$ cat config.mk
export PLATFORM = sky130hd
export DESIGN_NAME = multicycle_control_flat
export DESIGN_NICKNAME = d
export VERILOG_FILES = /design/src/rtl/mips_pkg.sv /design/src/rtl/multicycle_control_if.sv /design/src/rtl/alu_op_decoder.sv /design/src/rtl/multicycle_control.sv /design/src/flat_wrapper.sv
export SDC_FILE = /design/constraint.sdc
export NUM_CORES = 1
export LEC_CHECK = 0
export ABC_CLOCK_PERIOD_IN_PS = 3800
export CAP_MARGIN = 20
export CORE_MARGIN = 2
export CORE_UTILIZATION = 45
export CTS_CLUSTER_DIAMETER = 30
export CTS_CLUSTER_SIZE = 16
export DETAILED_ROUTE_END_ITERATION = 8
export GPL_TIMING_DRIVEN = 0
export PLACE_DENSITY = 0.73
export RECOVER_POWER = 50
export SETUP_SLACK_MARGIN = 0.4
export SYNTH_ARGS = -nofsm -noshare
export SYNTH_HDL_FRONTEND = slang
export SYNTH_HIERARCHICAL = 1
export SYNTH_SLANG_ARGS = --single-unit
$ cat constraint.sdc
create_clock -name clk -period 3.8 [get_ports clk]
set_clock_uncertainty 0.05 [all_clocks]
set_input_delay 0.95 -clock clk [delete_from_list [all_inputs] [get_ports clk]]
set_output_delay 0.95 -clock clk [all_outputs]
set_load 0.02 [all_outputs]
$ cat src/rtl/mips_pkg.sv
// Shared definitions for the multicycle MIPS controller: ALU operation codes,
// opcode/funct constants, datapath select encodings, FSM state enum and the
// registered control word.
package mips_pkg;

    localparam int unsigned OP_W    = 6;
    localparam int unsigned ALUOP_W = 4;

    typedef logic [OP_W-1:0]    op_t;
    typedef logic [ALUOP_W-1:0] aluop_t;

    // ALU operation codes (same encoding as the ALU)
    localparam aluop_t ALU_AND  = 4'b0000;
    localparam aluop_t ALU_OR   = 4'b0001;
    localparam aluop_t ALU_NOR  = 4'b0010;
    localparam aluop_t ALU_ADD  = 4'b0011;
    localparam aluop_t ALU_SUB  = 4'b0100;
    localparam aluop_t ALU_SLL  = 4'b0101;
    localparam aluop_t ALU_SRL  = 4'b0110;
    localparam aluop_t ALU_ORI  = 4'b1100;
    localparam aluop_t ALU_LUI  = 4'b1101;
    localparam aluop_t ALU_ADDI = 4'b1110;

    // Opcodes
    localparam op_t OPC_RTYPE = 6'b000000;
    localparam op_t OPC_J     = 6'b000010;
    localparam op_t OPC_BEQ   = 6'b000100;
    localparam op_t OPC_BNE   = 6'b000101;
    localparam op_t OPC_ADDI  = 6'b001000;
    localparam op_t OPC_ORI   = 6'b001101;
    localparam op_t OPC_LUI   = 6'b001111;
    localparam op_t OPC_LW    = 6'b100011;
    localparam op_t OPC_SW    = 6'b101011;

    // R-type funct codes
    localparam op_t FN_SLL = 6'b000000;
    localparam op_t FN_SRL = 6'b000010;
    localparam op_t FN_ADD = 6'b100000;
    localparam op_t FN_SUB = 6'b100010;
    localparam op_t FN_AND = 6'b100100;
    localparam op_t FN_OR  = 6'b100101;
    localparam op_t FN_NOR = 6'b100111;

    // ALUSrcB select
    localparam logic [1:0] SRCB_B      = 2'b00;
    localparam logic [1:0] SRCB_FOUR   = 2'b01;
    localparam logic [1:0] SRCB_IMM    = 2'b10;
    localparam logic [1:0] SRCB_IMM_SH = 2'b11;

    // PCSource select
    localparam logic [1:0] PCSRC_ALU    = 2'b00;
    localparam logic [1:0] PCSRC_ALUOUT = 2'b01;
    localparam logic [1:0] PCSRC_JUMP   = 2'b10;

    typedef enum logic [3:0] {
        ST_FETCH,
        ST_DECODE,
        ST_EXEC_R,
        ST_WB_R,
        ST_EXEC_I,
        ST_WB_I,
        ST_MEM_ADDR,
        ST_MEM_RD,
        ST_WB_MEM,
        ST_MEM_WR,
        ST_BRANCH,
        ST_JUMP,
        ST_ILLEGAL
    } state_t;

    // Which rule selects the ALU code in a given state
    typedef enum logic [1:0] {
        ALU_CLS_ADD,
        ALU_CLS_R,
        ALU_CLS_I,
        ALU_CLS_SUB
    } alu_class_t;

    // Registered control word; fetch/jump/branch/bne qualify PCEn and IRWrite
    typedef struct packed {
        aluop_t     alu_op;
        logic       src_a;
        logic [1:0] src_b;
        logic [1:0] pc_src;
        logic       iord;
        logic       mem_read;
        logic       mem_write;
        logic       reg_dst;
        logic       mem_to_reg;
        logic       reg_write;
        logic       illegal;
        logic       fetch;
        logic       jump;
        logic       branch;
        logic       bne;
    } ctrl_t;

    // Quiescent control word: every enable low, selects zero, ALU on ADD
    function automatic ctrl_t ctrl_idle();
        ctrl_t c;
        c        = '0;
        c.alu_op = ALU_ADD;
        c.src_b  = SRCB_B;
        c.pc_src = PCSRC_ALU;
        return c;
    endfunction

endpackage

$ cat src/rtl/multicycle_control_if.sv
// Controller <-> datapath signal bundle.
//   master : controller side (decode/flag inputs in, enables/selects out)
//   slave  : datapath side
interface multicycle_control_if;
    import mips_pkg::*;

    op_t        Opcode;
    op_t        Funct;
    logic       Zero;
    logic       MemReady;
    aluop_t     ALUOperation;
    logic       ALUSrcA;
    logic [1:0] ALUSrcB;
    logic [1:0] PCSource;
    logic       PCEn;
    logic       IorD;
    logic       MemRead;
    logic       MemWrite;
    logic       IRWrite;
    logic       RegDst;
    logic       MemtoReg;
    logic       RegWrite;
    logic       IllegalInstr;

    modport master (
        input  Opcode, Funct, Zero, MemReady,
        output ALUOperation, ALUSrcA, ALUSrcB, PCSource, PCEn, IorD,
               MemRead, MemWrite, IRWrite, RegDst, MemtoReg, RegWrite,
               IllegalInstr
    );

    modport slave (
        output Opcode, Funct, Zero, MemReady,
        input  ALUOperation, ALUSrcA, ALUSrcB, PCSource, PCEn, IorD,
               MemRead, MemWrite, IRWrite, RegDst, MemtoReg, RegWrite,
               IllegalInstr
    );
endinterface

$ cat src/rtl/alu_op_decoder.sv
// Maps (state class, Opcode, Funct) to the ALU operation code and flags an
// undefined funct (R class) or non-ALU opcode (I class).
//   alu_class : which decode rule applies
//   opcode    : IR[31:26]
//   funct     : IR[5:0]
//   alu_op    : ALU operation code
//   illegal   : no valid mapping for this class
module alu_op_decoder
    import mips_pkg::*;
(
    input  alu_class_t alu_class,
    input  op_t        opcode,
    input  op_t        funct,
    output aluop_t     alu_op,
    output logic       illegal
);

    always_comb begin
        alu_op  = ALU_ADD;
        illegal = 1'b0;
        case (alu_class)
            ALU_CLS_R: begin
                case (funct)
                    FN_AND:  alu_op = ALU_AND;
                    FN_OR:   alu_op = ALU_OR;
                    FN_NOR:  alu_op = ALU_NOR;
                    FN_ADD:  alu_op = ALU_ADD;
                    FN_SUB:  alu_op = ALU_SUB;
                    FN_SLL:  alu_op = ALU_SLL;
                    FN_SRL:  alu_op = ALU_SRL;
                    default: illegal = 1'b1;
                endcase
            end
            ALU_CLS_I: begin
                case (opcode)
                    OPC_ADDI: alu_op = ALU_ADDI;
                    OPC_ORI:  alu_op = ALU_ORI;
                    OPC_LUI:  alu_op = ALU_LUI;
                    default:  illegal = 1'b1;
                endcase
            end
            ALU_CLS_SUB: alu_op = ALU_SUB;
            default:     alu_op = ALU_ADD;
        endcase
    end

endmodule

$ cat src/rtl/multicycle_control.sv
// Moore controller for the multicycle MIPS datapath.
//   clk   : rising-edge clock
//   reset : asynchronous active-low reset
//   ctl   : controller side of multicycle_control_if (Opcode/Funct/Zero/
//           MemReady in; ALUOperation, selects and enables out)
// Outputs are registered from the next state. Only IRWrite/PCEn combine a
// registered qualifier with MemReady (FETCH) or Zero (BRANCH).
// Build option ILLEGAL_TRAP_EN: ILLEGAL becomes terminal until reset.
module multicycle_control
    import mips_pkg::*;
(
    input logic                  clk,
    input logic                  reset,
    multicycle_control_if.master ctl
);

    state_t     state_q, state_d;
    ctrl_t      ctrl_q, ctrl_d;
    logic       funct_bad_q, funct_bad_d;
    logic       mem_load_q, mem_load_d;
    alu_class_t cls_d;
    aluop_t     dec_op;
    logic       dec_illegal;

    alu_op_decoder u_alu_op_decoder (
        .alu_class (cls_d),
        .opcode    (ctl.Opcode),
        .funct     (ctl.Funct),
        .alu_op    (dec_op),
        .illegal   (dec_illegal)
    );

    // Next state. FETCH only completes once the read request is actually out,
    // so the first cycle after reset release never skips the fetch.
    always_comb begin
        state_d = state_q;
        case (state_q)
            ST_FETCH:    if (ctrl_q.fetch && ctl.MemReady) state_d = ST_DECODE;
            ST_DECODE: begin
                case (ctl.Opcode)
                    OPC_RTYPE:                 state_d = ST_EXEC_R;
                    OPC_LW, OPC_SW:            state_d = ST_MEM_ADDR;
                    OPC_ADDI, OPC_ORI, OPC_LUI: state_d = ST_EXEC_I;
                    OPC_BEQ, OPC_BNE:          state_d = ST_BRANCH;
                    OPC_J:                     state_d = ST_JUMP;
                    default:                   state_d = ST_ILLEGAL;
                endcase
            end
            ST_EXEC_R:   state_d = funct_bad_q ? ST_ILLEGAL : ST_WB_R;
            ST_WB_R:     state_d = ST_FETCH;
            ST_EXEC_I:   state_d = ST_WB_I;
            ST_WB_I:     state_d = ST_FETCH;
            ST_MEM_ADDR: state_d = mem_load_q ? ST_MEM_RD : ST_MEM_WR;
            ST_MEM_RD:   if (ctl.MemReady) state_d = ST_WB_MEM;
            ST_WB_MEM:   state_d = ST_FETCH;
            ST_MEM_WR:   if (ctl.MemReady) state_d = ST_FETCH;
            ST_BRANCH:   state_d = ST_FETCH;
            ST_JUMP:     state_d = ST_FETCH;
`ifdef ILLEGAL_TRAP_EN
            ST_ILLEGAL:  state_d = ST_ILLEGAL;
`else
            ST_ILLEGAL:  state_d = ST_FETCH;
`endif
            default:     state_d = ST_FETCH;
        endcase
    end

    // ALU decode rule for the state being entered
    always_comb begin
        cls_d = ALU_CLS_ADD;
        case (state_d)
            ST_EXEC_R: cls_d = ALU_CLS_R;
            ST_EXEC_I: cls_d = ALU_CLS_I;
            ST_BRANCH: cls_d = ALU_CLS_SUB;
            default:   cls_d = ALU_CLS_ADD;
        endcase
    end

    // Control word for the state being entered; IR fields are sampled here
    // while leaving DECODE (the IR is stable from then on)
    always_comb begin
        ctrl_d        = ctrl_idle();
        ctrl_d.alu_op = dec_op;
        funct_bad_d   = funct_bad_q;
        mem_load_d    = mem_load_q;
        case (state_d)
            ST_FETCH: begin
                ctrl_d.mem_read = 1'b1;
                ctrl_d.src_b    = SRCB_FOUR;
                ctrl_d.fetch    = 1'b1;
            end
            ST_DECODE:   ctrl_d.src_b = SRCB_IMM_SH;
            ST_EXEC_R: begin
                ctrl_d.src_a = 1'b1;
                ctrl_d.src_b = SRCB_B;
                funct_bad_d  = dec_illegal;
            end
            ST_WB_R: begin
                ctrl_d.reg_dst   = 1'b1;
                ctrl_d.reg_write = 1'b1;
            end
            ST_EXEC_I: begin
                ctrl_d.src_a = 1'b1;
                ctrl_d.src_b = SRCB_IMM;
            end
            ST_WB_I:     ctrl_d.reg_write = 1'b1;
            ST_MEM_ADDR: begin
                ctrl_d.src_a = 1'b1;
                ctrl_d.src_b = SRCB_IMM;
                mem_load_d   = (ctl.Opcode == OPC_LW);
            end
            ST_MEM_RD: begin
                ctrl_d.iord     = 1'b1;
                ctrl_d.mem_read = 1'b1;
            end
            ST_WB_MEM: begin
                ctrl_d.mem_to_reg = 1'b1;
                ctrl_d.reg_write  = 1'b1;
            end
            ST_MEM_WR: begin
                ctrl_d.iord      = 1'b1;
                ctrl_d.mem_write = 1'b1;
            end
            ST_BRANCH: begin
                ctrl_d.src_a  = 1'b1;
                ctrl_d.src_b  = SRCB_B;
                ctrl_d.pc_src = PCSRC_ALUOUT;
                ctrl_d.branch = 1'b1;
                ctrl_d.bne    = (ctl.Opcode == OPC_BNE);
            end
            ST_JUMP: begin
                ctrl_d.pc_src = PCSRC_JUMP;
                ctrl_d.jump   = 1'b1;
            end
            ST_ILLEGAL:  ctrl_d.illegal = 1'b1;
            default:     ctrl_d = ctrl_idle();
        endcase
    end

    // State and control-word registers
    always_ff @(posedge clk or negedge reset) begin
        if (!reset) begin
            state_q     <= ST_FETCH;
            ctrl_q      <= ctrl_idle();
            funct_bad_q <= 1'b0;
            mem_load_q  <= 1'b0;
        end else begin
            state_q     <= state_d;
            ctrl_q      <= ctrl_d;
            funct_bad_q <= funct_bad_d;
            mem_load_q  <= mem_load_d;
        end
    end

    assign ctl.ALUOperation = ctrl_q.alu_op;
    assign ctl.ALUSrcA      = ctrl_q.src_a;
    assign ctl.ALUSrcB      = ctrl_q.src_b;
    assign ctl.PCSource     = ctrl_q.pc_src;
    assign ctl.IorD         = ctrl_q.iord;
    assign ctl.MemRead      = ctrl_q.mem_read;
    assign ctl.MemWrite     = ctrl_q.mem_write;
    assign ctl.RegDst       = ctrl_q.reg_dst;
    assign ctl.MemtoReg     = ctrl_q.mem_to_reg;
    assign ctl.RegWrite     = ctrl_q.reg_write;
    assign ctl.IllegalInstr = ctrl_q.illegal;

    // IR load and PC update: fetch completes on MemReady, branch resolves on Zero
    assign ctl.IRWrite = ctrl_q.fetch & ctl.MemReady;
    assign ctl.PCEn    = (ctrl_q.fetch & ctl.MemReady) | ctrl_q.jump
                       | (ctrl_q.branch & (ctl.Zero ^ ctrl_q.bne));

endmodule

$ cat src/flat_wrapper.sv
// flat-port wrapper written by rule: the top's interface ports become plain ports
module multicycle_control_flat import mips_pkg::*;
  (clk, reset, ctl_Opcode, ctl_Funct, ctl_Zero, ctl_MemReady, ctl_ALUOperation, ctl_ALUSrcA, ctl_ALUSrcB, ctl_PCSource, ctl_PCEn, ctl_IorD, ctl_MemRead, ctl_MemWrite, ctl_IRWrite, ctl_RegDst, ctl_MemtoReg, ctl_RegWrite, ctl_IllegalInstr);
  multicycle_control_if ctl_i ();
  input logic clk;
  input logic reset;
  input wire logic [$bits(ctl_i.Opcode)-1:0] ctl_Opcode;
  input wire logic [$bits(ctl_i.Funct)-1:0] ctl_Funct;
  input wire logic [$bits(ctl_i.Zero)-1:0] ctl_Zero;
  input wire logic [$bits(ctl_i.MemReady)-1:0] ctl_MemReady;
  output wire logic [$bits(ctl_i.ALUOperation)-1:0] ctl_ALUOperation;
  output wire logic [$bits(ctl_i.ALUSrcA)-1:0] ctl_ALUSrcA;
  output wire logic [$bits(ctl_i.ALUSrcB)-1:0] ctl_ALUSrcB;
  output wire logic [$bits(ctl_i.PCSource)-1:0] ctl_PCSource;
  output wire logic [$bits(ctl_i.PCEn)-1:0] ctl_PCEn;
  output wire logic [$bits(ctl_i.IorD)-1:0] ctl_IorD;
  output wire logic [$bits(ctl_i.MemRead)-1:0] ctl_MemRead;
  output wire logic [$bits(ctl_i.MemWrite)-1:0] ctl_MemWrite;
  output wire logic [$bits(ctl_i.IRWrite)-1:0] ctl_IRWrite;
  output wire logic [$bits(ctl_i.RegDst)-1:0] ctl_RegDst;
  output wire logic [$bits(ctl_i.MemtoReg)-1:0] ctl_MemtoReg;
  output wire logic [$bits(ctl_i.RegWrite)-1:0] ctl_RegWrite;
  output wire logic [$bits(ctl_i.IllegalInstr)-1:0] ctl_IllegalInstr;
  assign ctl_i.Opcode = ctl_Opcode;
  assign ctl_i.Funct = ctl_Funct;
  assign ctl_i.Zero = ctl_Zero;
  assign ctl_i.MemReady = ctl_MemReady;
  assign ctl_ALUOperation = ctl_i.ALUOperation;
  assign ctl_ALUSrcA = ctl_i.ALUSrcA;
  assign ctl_ALUSrcB = ctl_i.ALUSrcB;
  assign ctl_PCSource = ctl_i.PCSource;
  assign ctl_PCEn = ctl_i.PCEn;
  assign ctl_IorD = ctl_i.IorD;
  assign ctl_MemRead = ctl_i.MemRead;
  assign ctl_MemWrite = ctl_i.MemWrite;
  assign ctl_IRWrite = ctl_i.IRWrite;
  assign ctl_RegDst = ctl_i.RegDst;
  assign ctl_MemtoReg = ctl_i.MemtoReg;
  assign ctl_RegWrite = ctl_i.RegWrite;
  assign ctl_IllegalInstr = ctl_i.IllegalInstr;
  multicycle_control u_core (.clk(clk), .reset(reset), .ctl(ctl_i));
endmodule
==> run summary, run 1 <==
=====================================================================================
Final Cell Area                                                          0.00205 sq mm
Cell Area, Synth                                                         0.00155 sq mm
Area added between synthesis and finish                                         32.2%
Fin crit share                                                                  90.2%
Series of cell instances along the critical path                         dlygate4sd3_1 > nor4bb_1 > a31o_2 > a222oi_1 > buf_4 > a2111oi_4 > a211oi_2 > inv_1 > ha_1 > o211ai_1 > o21ai_1 > mux2_1
Share of final-layout standard cells stronger than drive strength 1             18.8%
Placer Congestion                                                               0.849
Result of the run                                                        complete, no violations
Ports                                                                              34
Number of port buffers                                                             33
Arrival time of the worst setup path                                          3.59 ns
Mean instance size in the synthesized netlist                              9.53 sq um
Clk_lat worst skew                                                            0.31 ns
FF+latch count, synth                                                              25
CP Max Fanout                                                                       6
Placement Cell Area                                                      0.00194 sq mm
Number of nets produced by synthesis                                              183
Commonest cells after routing, fill and taps aside                       23 x sky130_fd_sc_hd__dfrtp_1, 22 x sky130_fd_sc_hd__clkdlybuf4s50_1, 16 x sky130_fd_sc_hd__buf_4
Category of the most critical setup path                                       in2reg
Max_cap viols                                                                       0
Number of buffers added by the clock tree synthesis step                            3
Initial cell density of the core                                                46.5%
Warning count from the yosys run                                                    6
Global route total overflow                                                         0
Unique cell type count in the Yosys netlist                                        54
Fraction of registers with async set or reset after synthesis                    100%
Std cell rows                                                                      21
Antenna cells                                                                       0
Master cell of the clock root buffer                                     sky130_fd_sc_hd__clkbuf_4
Global-route wire length before repair                                        5.86 mm
Setup repair after global routing missed its margin                              true
Antenna Nets Post-Route                                                             0
Data required time at the worst endpoint                                      3.96 ns
Headroom to the max-slew limit                                                  47.2%
Number of vias per cell after detailed routing                                   5.23
TritonCTS clock tree                                                             done
Die area                                                                 0.00394 sq mm
Buffer depth of the longest clock path                                              2
Final setup vio count                                                               0
CP max stage delay                                                            0.64 ns
Maximum number of pins on one net before global-route repair                       26
Detailed-routing iteration count for the pre-antenna-repair pass                    4
Number of enable-type register cells in the synthesized netlist                     0
Register area share after synthesis                                             40.5%
Post-detailed-route DRC marker count                                                0
Overall routing resource usage                                                  18.6%
Die span in x                                                                 62.7 um
Final nets                                                                        229
Most frequent standard cell in the layout excluding fill and tap cells   sky130_fd_sc_hd__dfrtp_1
Worst ir drop on vdd                                                         0.186 mV
Final period demand of the worst path                                         3.43 ns
Quantity of hold-fixing buffers added after cts                                     0
Kind of end point of the critical path                                       register
H-tree Lvls                                                                         1
Wire length after detailed routing                                            3.38 mm
Critical path's top delay family                                         buffers and inverters
Vias in the first global route                                                   1268
Final max-slew violation count                                                      0
CP Buf/Inv Count                                                                    3
Core ar.                                                                 0.00334 sq mm
Number of DRC markers after the initial detailed-route iteration                   73
Power density over the cells                                              605 mW/mm^2
Clock net sink count                                                               25
Post-Route Setup TNS                                                             0 ns
CP max-delay cell                                                        sky130_fd_sc_hd__dlygate4sd3_1
Max Clock Freq                                                                292 MHz
Vias after detailed routing                                                      1329
Cells after Synth                                                                 163
Post-DP HPWL                                                                  2.48 mm
Standby leakage power                                                        0.983 nW
Total count of hold-check failures in the final report                              0
Antenna violations before repair                                                    0
Prevailing post-synth register cell                                      sky130_fd_sc_hd__dfrtp_1
Startpoint type of the worst setup path                                  primary input
Routed len/inst                                                               13.3 um
Filler cells                                                                      295
Pin slew with the least headroom to its limit                                0.792 ns
Chip Height                                                                   62.7 um
Clock-pin slew on the worst setup and hold paths                              0.14 ns
Hold Crit Class                                                               reg2reg
=====================================================================================
[logic make-up (layout without fill, tap and decap cells)]
kind of cell / Yosys count / in the layout / share of synthesized area [%]
AOI/OAI and AO/OA: 35 / 35 / 16.8
xor gates and xnor gates: 2 / 2 / 1.13
adders and majority gates: 4 / 4 / 3.22
buffers and inverters: 33 / 78 / 11.0
DFF: 25 / 25 / 40.5
muxes: 4 / 4 / 2.74
and+or+nand+nor: 60 / 60 / 24.7
[per-layer routing]
layer | wire, um | share of wire (%) | GRT usage, % | up-vias
met2 | 1630 | 48 | 30.4 | 44
met5 | 0 | 0 | 0 | -
met3 | 189 | 5.6 | 1.80 | 2
met4 | 28 | 0.83 | 5.56 | 0
li1 | - | - | - | 662
met1 | 1530 | 45 | 26.3 | 621
[through the flow]
stage                     instances  total power, mW  utilization, %  setup WS [ns]  hold WS (ns)
after floorplan                 163            0.836               -          0.454         0.450
after global placement          242             1.03            58.2         -0.301         0.478
after detailed placement        242             1.04            58.2         -0.359         0.483
after CTS                       249             1.20            60.1          0.292         0.516
after global routing            254             1.34            61.5          0.209         0.567
final                           254             1.24            61.5          0.373         0.511
[layout make-up]
cell class | count | area (sq um) | share of cell area [%]
flip-flops and latches | 25 | 628 | 30.6
clock inverters | 1 | 7.51 | 0.366
clock buffers | 3 | 22.5 | 1.10
inverters | 15 | 56.3 | 2.74
repair buffers | 41 | 398 | 19.4
well taps | 46 | 57.6 | 2.80
multi-input cells | 105 | 769 | 37.5
plain buffers | 18 | 113 | 5.49
[worst paths after layout]
check / startpoint / to / slack [ns] / cells past startpoint
worst min register to register: u_core/mem_load_q / u_core/mem_load_q / 0.51 / 1
worst max register to register: u_core/state_q[3] / u_core/funct_bad_q / 0.87 / 11
worst max-delay path: ctl_MemReady / u_core/funct_bad_q / 0.37 / 12
max in group asynchronous: reset / u_core/state_q[0] / 1.69 / 2
min in group asynchronous: reset / u_core/ctl.IorD / 0.95 / 1
worst min-delay path: u_core/mem_load_q / u_core/mem_load_q / 0.51 / 1
[report_power, final]
group	total [mW]	internal (mW)	switching, mW
Combinational	0.762	0.351	0.411
Sequential	0.359	0.337	0.0220
Clock	0.120	0.0401	0.0799
[state kept, by name, summed over array words and instances (netlist names), 2 cells and up]
| signal | count |
|---|---|
| u_core/ctrl_q | 3 |
| u_core/ctl.PCSource | 2 |
| u_core/state_q | 4 |
| u_core/ctl.ALUOperation | 4 |
| u_core/ctl.ALUSrcB | 2 |
[synth_stat cells, types with 2 or more instances]
cell | n | area (sq um)
sky130_fd_sc_hd__nand2_1 | 8 | 30.0
sky130_fd_sc_hd__clkbuf_1 | 4 | 15.0
sky130_fd_sc_hd__a31oi_1 | 3 | 18.8
sky130_fd_sc_hd__inv_1 | 13 | 48.8
sky130_fd_sc_hd__nor2_1 | 13 | 48.8
sky130_fd_sc_hd__o211ai_1 | 2 | 15.0
sky130_fd_sc_hd__nor3_1 | 6 | 30.0
sky130_fd_sc_hd__buf_2 | 4 | 20.0
sky130_fd_sc_hd__o21ai_1 | 2 | 10.0
sky130_fd_sc_hd__mux2i_1 | 2 | 20.0
sky130_fd_sc_hd__nor4b_2 | 2 | 30.0
sky130_fd_sc_hd__inv_2 | 2 | 7.51
sky130_fd_sc_hd__nand3b_1 | 4 | 30.0
sky130_fd_sc_hd__nand4_1 | 3 | 18.8
sky130_fd_sc_hd__o31ai_1 | 2 | 15.0
sky130_fd_sc_hd__buf_4 | 9 | 67.6
sky130_fd_sc_hd__a21oi_1 | 6 | 30.0
sky130_fd_sc_hd__a211o_1 | 2 | 17.5
sky130_fd_sc_hd__and3b_1 | 2 | 17.5
sky130_fd_sc_hd__xor2_1 | 2 | 17.5
sky130_fd_sc_hd__mux2_1 | 2 | 22.5
sky130_fd_sc_hd__dfstp_2 | 2 | 52.6
sky130_fd_sc_hd__nand3_1 | 3 | 15.0
sky130_fd_sc_hd__nor4b_1 | 3 | 26.3
sky130_fd_sc_hd__nand2b_1 | 2 | 12.5
sky130_fd_sc_hd__dfrtp_1 | 23 | 576
sky130_fd_sc_hd__o21ai_0 | 7 | 35.0
sky130_fd_sc_hd__ha_1 | 4 | 50.1
[what timing repair did]
action,4_1_cts,5_1_grt
gates resized for setup,3,7
setup endpoints to repair,5,4
pin swaps,3,3
setup buffers,3,4
No activity file was read; power rests on OpenSTA's default activity.
==> run 2: changes to the inputs <==
--- a/config.mk
+++ b/config.mk
@@ -15,4 +15,4 @@
 export GPL_TIMING_DRIVEN = 0
+export HOLD_SLACK_MARGIN = 0.02
 export PLACE_DENSITY = 0.73
-export RECOVER_POWER = 50
 export SETUP_SLACK_MARGIN = 0.4
==> constraint.sdc (replaced) <==
create_clock -name clk -period 3.8 [get_ports clk]
set_clock_uncertainty 0.05 [all_clocks]
set_input_delay 0.38 -clock clk [delete_from_list [all_inputs] [get_ports clk]]
set_output_delay 0.38 -clock clk [all_outputs]
set_load 0.02 [all_outputs]
==> run 2 against run 1 <==
Net effect:
- die area is the same
- design area down 2.6%
- combinational power decreased by 8.3%
- via count fell by 2.9%
==> run summary, run 2 (synthesized netlist as in run 1, its figures left out) <==
=====================================================================================
Chip Height                                                                   62.7 um   unchanged
Antenna violations before repair                                                    0   unchanged
CP max stage delay                                                            0.53 ns   -0.11 ns
TritonCTS clock tree                                                             done
Core ar.                                                                 0.00334 sq mm   unchanged
Clk_lat worst skew                                                            0.31 ns   about the same
Routed len/inst                                                               13.1 um   -1.8%
Series of cell instances along the critical path                         clkdlybuf4s50_1 > buf_6 > and4b_1 > nor3_1 > o211a_1 > inv_1 > a211oi_2 > inv_1 > ha_1 > o211ai_1 > o21ai_0 > mux2_1
Vias after detailed routing                                                      1290   -2.9%
Fin crit share                                                                  82.7%   -7.5 points
Buffer depth of the longest clock path                                              2   unchanged
Post-detailed-route DRC marker count                                                0   unchanged
Hold Crit Class                                                              in2async
Power density over the cells                                              590 mW/mm^2   -2.5%
Total count of hold-check failures in the final report                              0   unchanged
Commonest cells after routing, fill and taps aside                       33 x sky130_fd_sc_hd__clkdlybuf4s50_1, 23 x sky130_fd_sc_hd__dfrtp_1, 13 x sky130_fd_sc_hd__nor2_1, 13 x sky130_fd_sc_hd__inv_1, 9 x sky130_fd_sc_hd__buf_4
Area added between synthesis and finish                                         28.7%
Post-Route Setup TNS                                                             0 ns   unchanged
Wire length after detailed routing                                            3.23 mm   -4.5%
Headroom to the max-slew limit                                                  63.1%   +16 points
Ports                                                                              34   unchanged
Global-route wire length before repair                                        5.73 mm   -2.2%
Share of final-layout standard cells stronger than drive strength 1             16.9%   -1.8 points
Number of vias per cell after detailed routing                                   5.22   -0.18%
Global route total overflow                                                         0   unchanged
Vias in the first global route                                                   1246   -1.7%
Maximum number of pins on one net before global-route repair                       26   unchanged
Detailed-routing iteration count for the pre-antenna-repair pass                    4   unchanged
Clock-pin slew on the worst setup and hold paths                              0.14 ns   about the same
Clock net sink count                                                               25   unchanged
Antenna Nets Post-Route                                                             0   unchanged
Die span in x                                                                 62.7 um   unchanged
Worst ir drop on vdd                                                         0.182 mV   -2.1%
Result of the run                                                        complete, no violations
Initial cell density of the core                                                46.5%   unchanged
Final max-slew violation count                                                      0   unchanged
CP Max Fanout                                                                       8   +2
Number of DRC markers after the initial detailed-route iteration                   57   -22%
Most frequent standard cell in the layout excluding fill and tap cells   sky130_fd_sc_hd__clkdlybuf4s50_1
Max Clock Freq                                                                318 MHz   +9.1%
Kind of end point of the critical path                                       register
Final period demand of the worst path                                         3.14 ns   -0.285 ns
Pin slew with the least headroom to its limit                                0.552 ns   -0.240 ns
Number of buffers added by the clock tree synthesis step                            3   unchanged
Setup repair after global routing missed its margin                             false
Max_cap viols                                                                       0   unchanged
Data required time at the worst endpoint                                      3.96 ns   about the same
Met3 usage                                                                      1.80%   unchanged
Placer Congestion                                                               0.849   unchanged
Category of the most critical setup path                                       in2reg
H-tree Lvls                                                                         1   unchanged
# placed instances                                                                242   unchanged
Total power of the final layout                                               1.18 mW   -5.1%
Overall routing resource usage                                                  18.1%   -0.47 points
Post-cts resize count                                                               0   -3
Final setup vio count                                                               0   unchanged
Master cell of the clock root buffer                                     sky130_fd_sc_hd__clkbuf_4
CP Buf/Inv Count                                                                    4   +1
Standby leakage power                                                        0.907 nW   -7.8%
Met1 demand-to-capacity share in global routing                                 25.6%   -0.61 points
Std cell rows                                                                      21   unchanged
Post-DP HPWL                                                                  2.48 mm   unchanged
Final nets                                                                        222   -3.1%
Most Crowded Layer GR                                                            met2
Critical path's top delay family                                         buffers and inverters
Die area                                                                 0.00394 sq mm   unchanged
Post-CTS setup buffers                                                              0   -3
Number of port buffers                                                             33   unchanged
Antenna cells                                                                       0   unchanged
Most repeated library cell on the critical path                          sky130_fd_sc_hd__inv_1
CP max-delay cell                                                        sky130_fd_sc_hd__clkdlybuf4s50_1
Global-route met2 utilization                                                   29.7%   -0.67 points
Non-filler cells, final                                                           247   -2.8%
Arrival time of the worst setup path                                          3.31 ns   -0.28 ns
Quantity of hold-fixing buffers added after cts                                     0   unchanged
Startpoint type of the worst setup path                                  primary input
=====================================================================================
==> run 2: metrics by stage <==
stage	area [sq um]	hold slack (ns)	setup slack, ns	utilization (%)
floorplan	1550	0.0344	1.02	-
global placement	1940	0.478	0.269	58.2
detailed placement	1940	0.483	0.211	58.2
CTS	1970	0.516	0.551	59.1
global route	2000	0.371	0.432	59.9
finish	2000	0.351	0.658	59.9
==> run 2: final cells by class <==
cell class                      instances  area [sq um]
Clock inverter                          1          7.51
Buffer                                 18           114
Clock buffer                            3          22.5
Multi-Input combinational cell        105           767
Timing Repair Buffer                   34           345
Tap cell                               46          57.6
Fill cell                             293          1340
Inverter                               15          56.3
Sequential cell                        25           628
==> run 2: worst paths after layout <==
check,startpoint,end,slack [ns],cells after the start
max,ctl_Opcode[2],u_core/funct_bad_q,0.66,12
min reg2reg,u_core/mem_load_q,u_core/mem_load_q,0.52,1
min in group clk,u_core/mem_load_q,u_core/mem_load_q,0.52,1
min,reset,u_core/ctl.IorD,0.35,1
max in group asynchronous,reset,u_core/ctl.ALUSrcB[1],2.87,2
max reg2reg,u_core/state_q[3],u_core/funct_bad_q,0.78,11
==> run 2: per-layer routing <==
layer / part of all wire (%) / vias up
met1: 48 / 611
met4: 0.87 / 0
met5: 0 / -
met3: 3.4 / 2
li1: - / 646
met2: 48 / 31
==> run 2: power by group <==
part | leakage, nW | switching, mW | total, mW | internal (mW)
clock network | 0.0139 | 0.0802 | 0.120 | 0.0401
registers | 0.329 | 0.0223 | 0.359 | 0.337
logic | 0.564 | 0.393 | 0.699 | 0.306
==> run 3: changes to the inputs <==
- ABC_CLOCK_PERIOD_IN_PS: 3800 -> 2650
- PLACE_DENSITY: 0.73 -> 0.76
- clock period: 3.8 -> 2.65 ns (I/O delays scaled with it)
==> run 3 against run 2 <==
Net effect:
- the run now ends with negative setup slack left
- sequential power is 45% higher
- first-iteration DRC count is 14% lower
- critical endpoint unchanged
- clock power is 37% higher
- largest cell class unchanged
==> run summary, run 3 (synthesized netlist as in run 1, its figures left out) <==
=====================================================================================
Result of the run                                                        complete, but fails checks
Violated checks                                                          negative setup slack
Buffer depth of the longest clock path                                              2   unchanged
Final nets                                                                        235   +5.9%
Clk_lat worst skew                                                            0.31 ns   about the same
Final period demand of the worst path                                         2.75 ns
Antenna cells                                                                       0   unchanged
CP Max Fanout                                                                       4   -4
Standby leakage power                                                        0.998 nW   +10%
Core ar.                                                                 0.00334 sq mm   unchanged
Total count of hold-check failures in the final report                              0   unchanged
Quantity of hold-fixing buffers added after cts                                     0   unchanged
Most frequent standard cell in the layout excluding fill and tap cells   sky130_fd_sc_hd__clkdlybuf4s50_1
Arrival time of the worst setup path                                          2.91 ns   -0.40 ns
Clock net sink count                                                               25   unchanged
Launch point of the worst reg-to-reg path                                u_core/state_q[1]
Number of buffers added by the clock tree synthesis step                            3   unchanged
Antenna violations before repair                                                    0   unchanged
Antenna Nets Post-Route                                                             0   unchanged
Final setup vio count                                                               2   +2
Endpoint of the most critical setup path                                 u_core/funct_bad_q
Number of port buffers                                                             33   unchanged
Vias in the first global route                                                   1382   +11%
Clock-pin slew on the worst setup and hold paths                              0.13 ns   about the same
Register-to-register setup slack                                              -0.1 ns   -0.88 ns
TritonCTS clock tree                                                             done
H-tree Lvls                                                                         1   unchanged
Die span in x                                                                 62.7 um   unchanged
Headroom to the max-slew limit                                                  66.8%   +3.7 points
Std cell rows                                                                      21   unchanged
Global route total overflow                                                         0   unchanged
Max_cap viols                                                                       0   unchanged
Worst setup margin                                                         -0.0978 ns   -0.756 ns
Vias after detailed routing                                                      1380   +7.0%
Data required time at the worst endpoint                                      2.81 ns   -1.15 ns
# placed instances                                                                242   unchanged
Routed len/inst                                                               14.5 um   +11%
Number of DRC markers after the initial detailed-route iteration                   49   -14%
Hold Crit Class                                                              in2async
Final max-slew violation count                                                      0   unchanged
Maximum number of pins on one net before global-route repair                       26   unchanged
Initial cell density of the core                                                46.5%   unchanged
Category of the most critical setup path                                      reg2reg
Global-route wire length before repair                                        6.25 mm   +9.1%
Overall routing resource usage                                                  20.0%   +1.9 points
Final Cell Area                                                          0.00224 sq mm   +12%
Max Clock Freq                                                                364 MHz
Share of final-layout standard cells stronger than drive strength 1             30.4%   +13 points
Wire length after detailed routing                                            3.78 mm   +17%
Ports                                                                              34   unchanged
Register-to-Register Path Depth                                                    11   unchanged
Power density over the cells                                              903 mW/mm^2   +53%
Fin crit share                                                                   104%
Master cell of the clock root buffer                                     sky130_fd_sc_hd__clkbuf_4
Critical R2R Capture                                                     u_core/funct_bad_q
Worst ir drop on vdd                                                         0.331 mV   +82%
Critical path startpoint                                                 u_core/state_q[1]
Post-DP HPWL                                                                  2.55 mm   +2.7%
Placer Congestion                                                               0.866   +1.9%
Startpoint type of the worst setup path                                      register
Number of vias per cell after detailed routing                                   5.31   +1.6%
Placement Cell Area                                                      0.00195 sq mm   +0.71%
Kind of end point of the critical path                                       register
Commonest cells after routing, fill and taps aside                       29 x sky130_fd_sc_hd__clkdlybuf4s50_1, 22 x sky130_fd_sc_hd__dfrtp_1, 20 x sky130_fd_sc_hd__buf_4
Setup repair after global routing missed its margin                              true
Post-detailed-route DRC marker count                                                0   unchanged
Non-filler cells, final                                                           260   +5.3%
Area added between synthesis and finish                                         44.1%
Pin slew with the least headroom to its limit                                0.493 ns   -0.0594 ns
Detailed-routing iteration count for the pre-antenna-repair pass                    4   unchanged
Die area                                                                 0.00394 sq mm   unchanged
Setup WS pre-CTS                                                            -0.766 ns   -0.977 ns
Chip Height                                                                   62.7 um   unchanged
=====================================================================================
[run 3: worst max-delay path: stages, from the launching register on]
cell                        delay, ns
sky130_fd_sc_hd__dfrtp_2         0.45
sky130_fd_sc_hd__or4b_4          0.56
sky130_fd_sc_hd__a21oi_2         0.13
sky130_fd_sc_hd__a222oi_1        0.10
sky130_fd_sc_hd__buf_4           0.17
sky130_fd_sc_hd__a2111oi_4       0.33
sky130_fd_sc_hd__a211oi_2        0.09
sky130_fd_sc_hd__buf_4           0.16
sky130_fd_sc_hd__ha_2            0.20
sky130_fd_sc_hd__nand2_1         0.06
sky130_fd_sc_hd__o21ai_1         0.06
sky130_fd_sc_hd__mux2_4          0.28
[run 3: per-stage QoR]
stage	setup TNS, ns	power, mW	hold WS (ns)	util, %
2_1_floorplan	-0.00479	1.22	-0.0806	-
3_3_place_gp	-2.17	1.50	0.473	58.6
3_5_place_dp	-2.54	1.52	0.480	58.6
4_1_cts	-0.206	1.93	0.476	64.6
5_1_grt	-0.425	2.16	0.108	67.0
6_report	-0.136	2.02	0.120	67.0
[run 3: area by class of cell]
type	count	area [sq um]
fillers	274	1100
well taps	46	57.6
plain buffers	18	125
clock inverters	1	5.00
flip-flops and latches	25	629
clock buffers	3	22.5
multi-input cells	105	876
repair buffers	47	465
inverters	15	56.3
[run 3: per-layer routing]
| metal | share of wire [%] | track usage [%] |
|---|---|---|
| met5 | 0 | 0 |
| met4 | 2.2 | 9.44 |
| met3 | 5.1 | 3.24 |
| met2 | 52 | 35.5 |
| met1 | 41 | 23.5 |
[run 3: repair_timing]
| action | 4_1_cts | 5_1_grt |
|---|---|---|
| resized for setup | 26 | 9 |
| buffers inserted | 11 | 2 |
| pin swaps | 6 | 4 |
| gates cloned | 0 | 0 |
| setup endpoints to repair | 6 | 10 |
[run 3: power breakdown]
part           internal (mW)  total [mW]  switching, mW
clock network         0.0565       0.164          0.108
logic                  0.653        1.34          0.684
registers              0.484       0.519         0.0353
total                   1.19        2.02          0.828
[run 3: how the worst min path moves through the flow]
stage / startpoint / to / slack (ns)
floorplan: reset / u_core/ctl.ALUOperation[2] / -0.08
global placement: u_core/mem_load_q / u_core/mem_load_q / 0.47
detailed placement: u_core/state_q[3] / u_core/ctl.RegWrite / 0.48
CTS: reset / u_core/ctl.RegDst / 0.48
global route: reset / u_core/ctl.PCSource[1] / 0.11
finish: reset / u_core/ctl.ALUSrcB[0] / 0.12
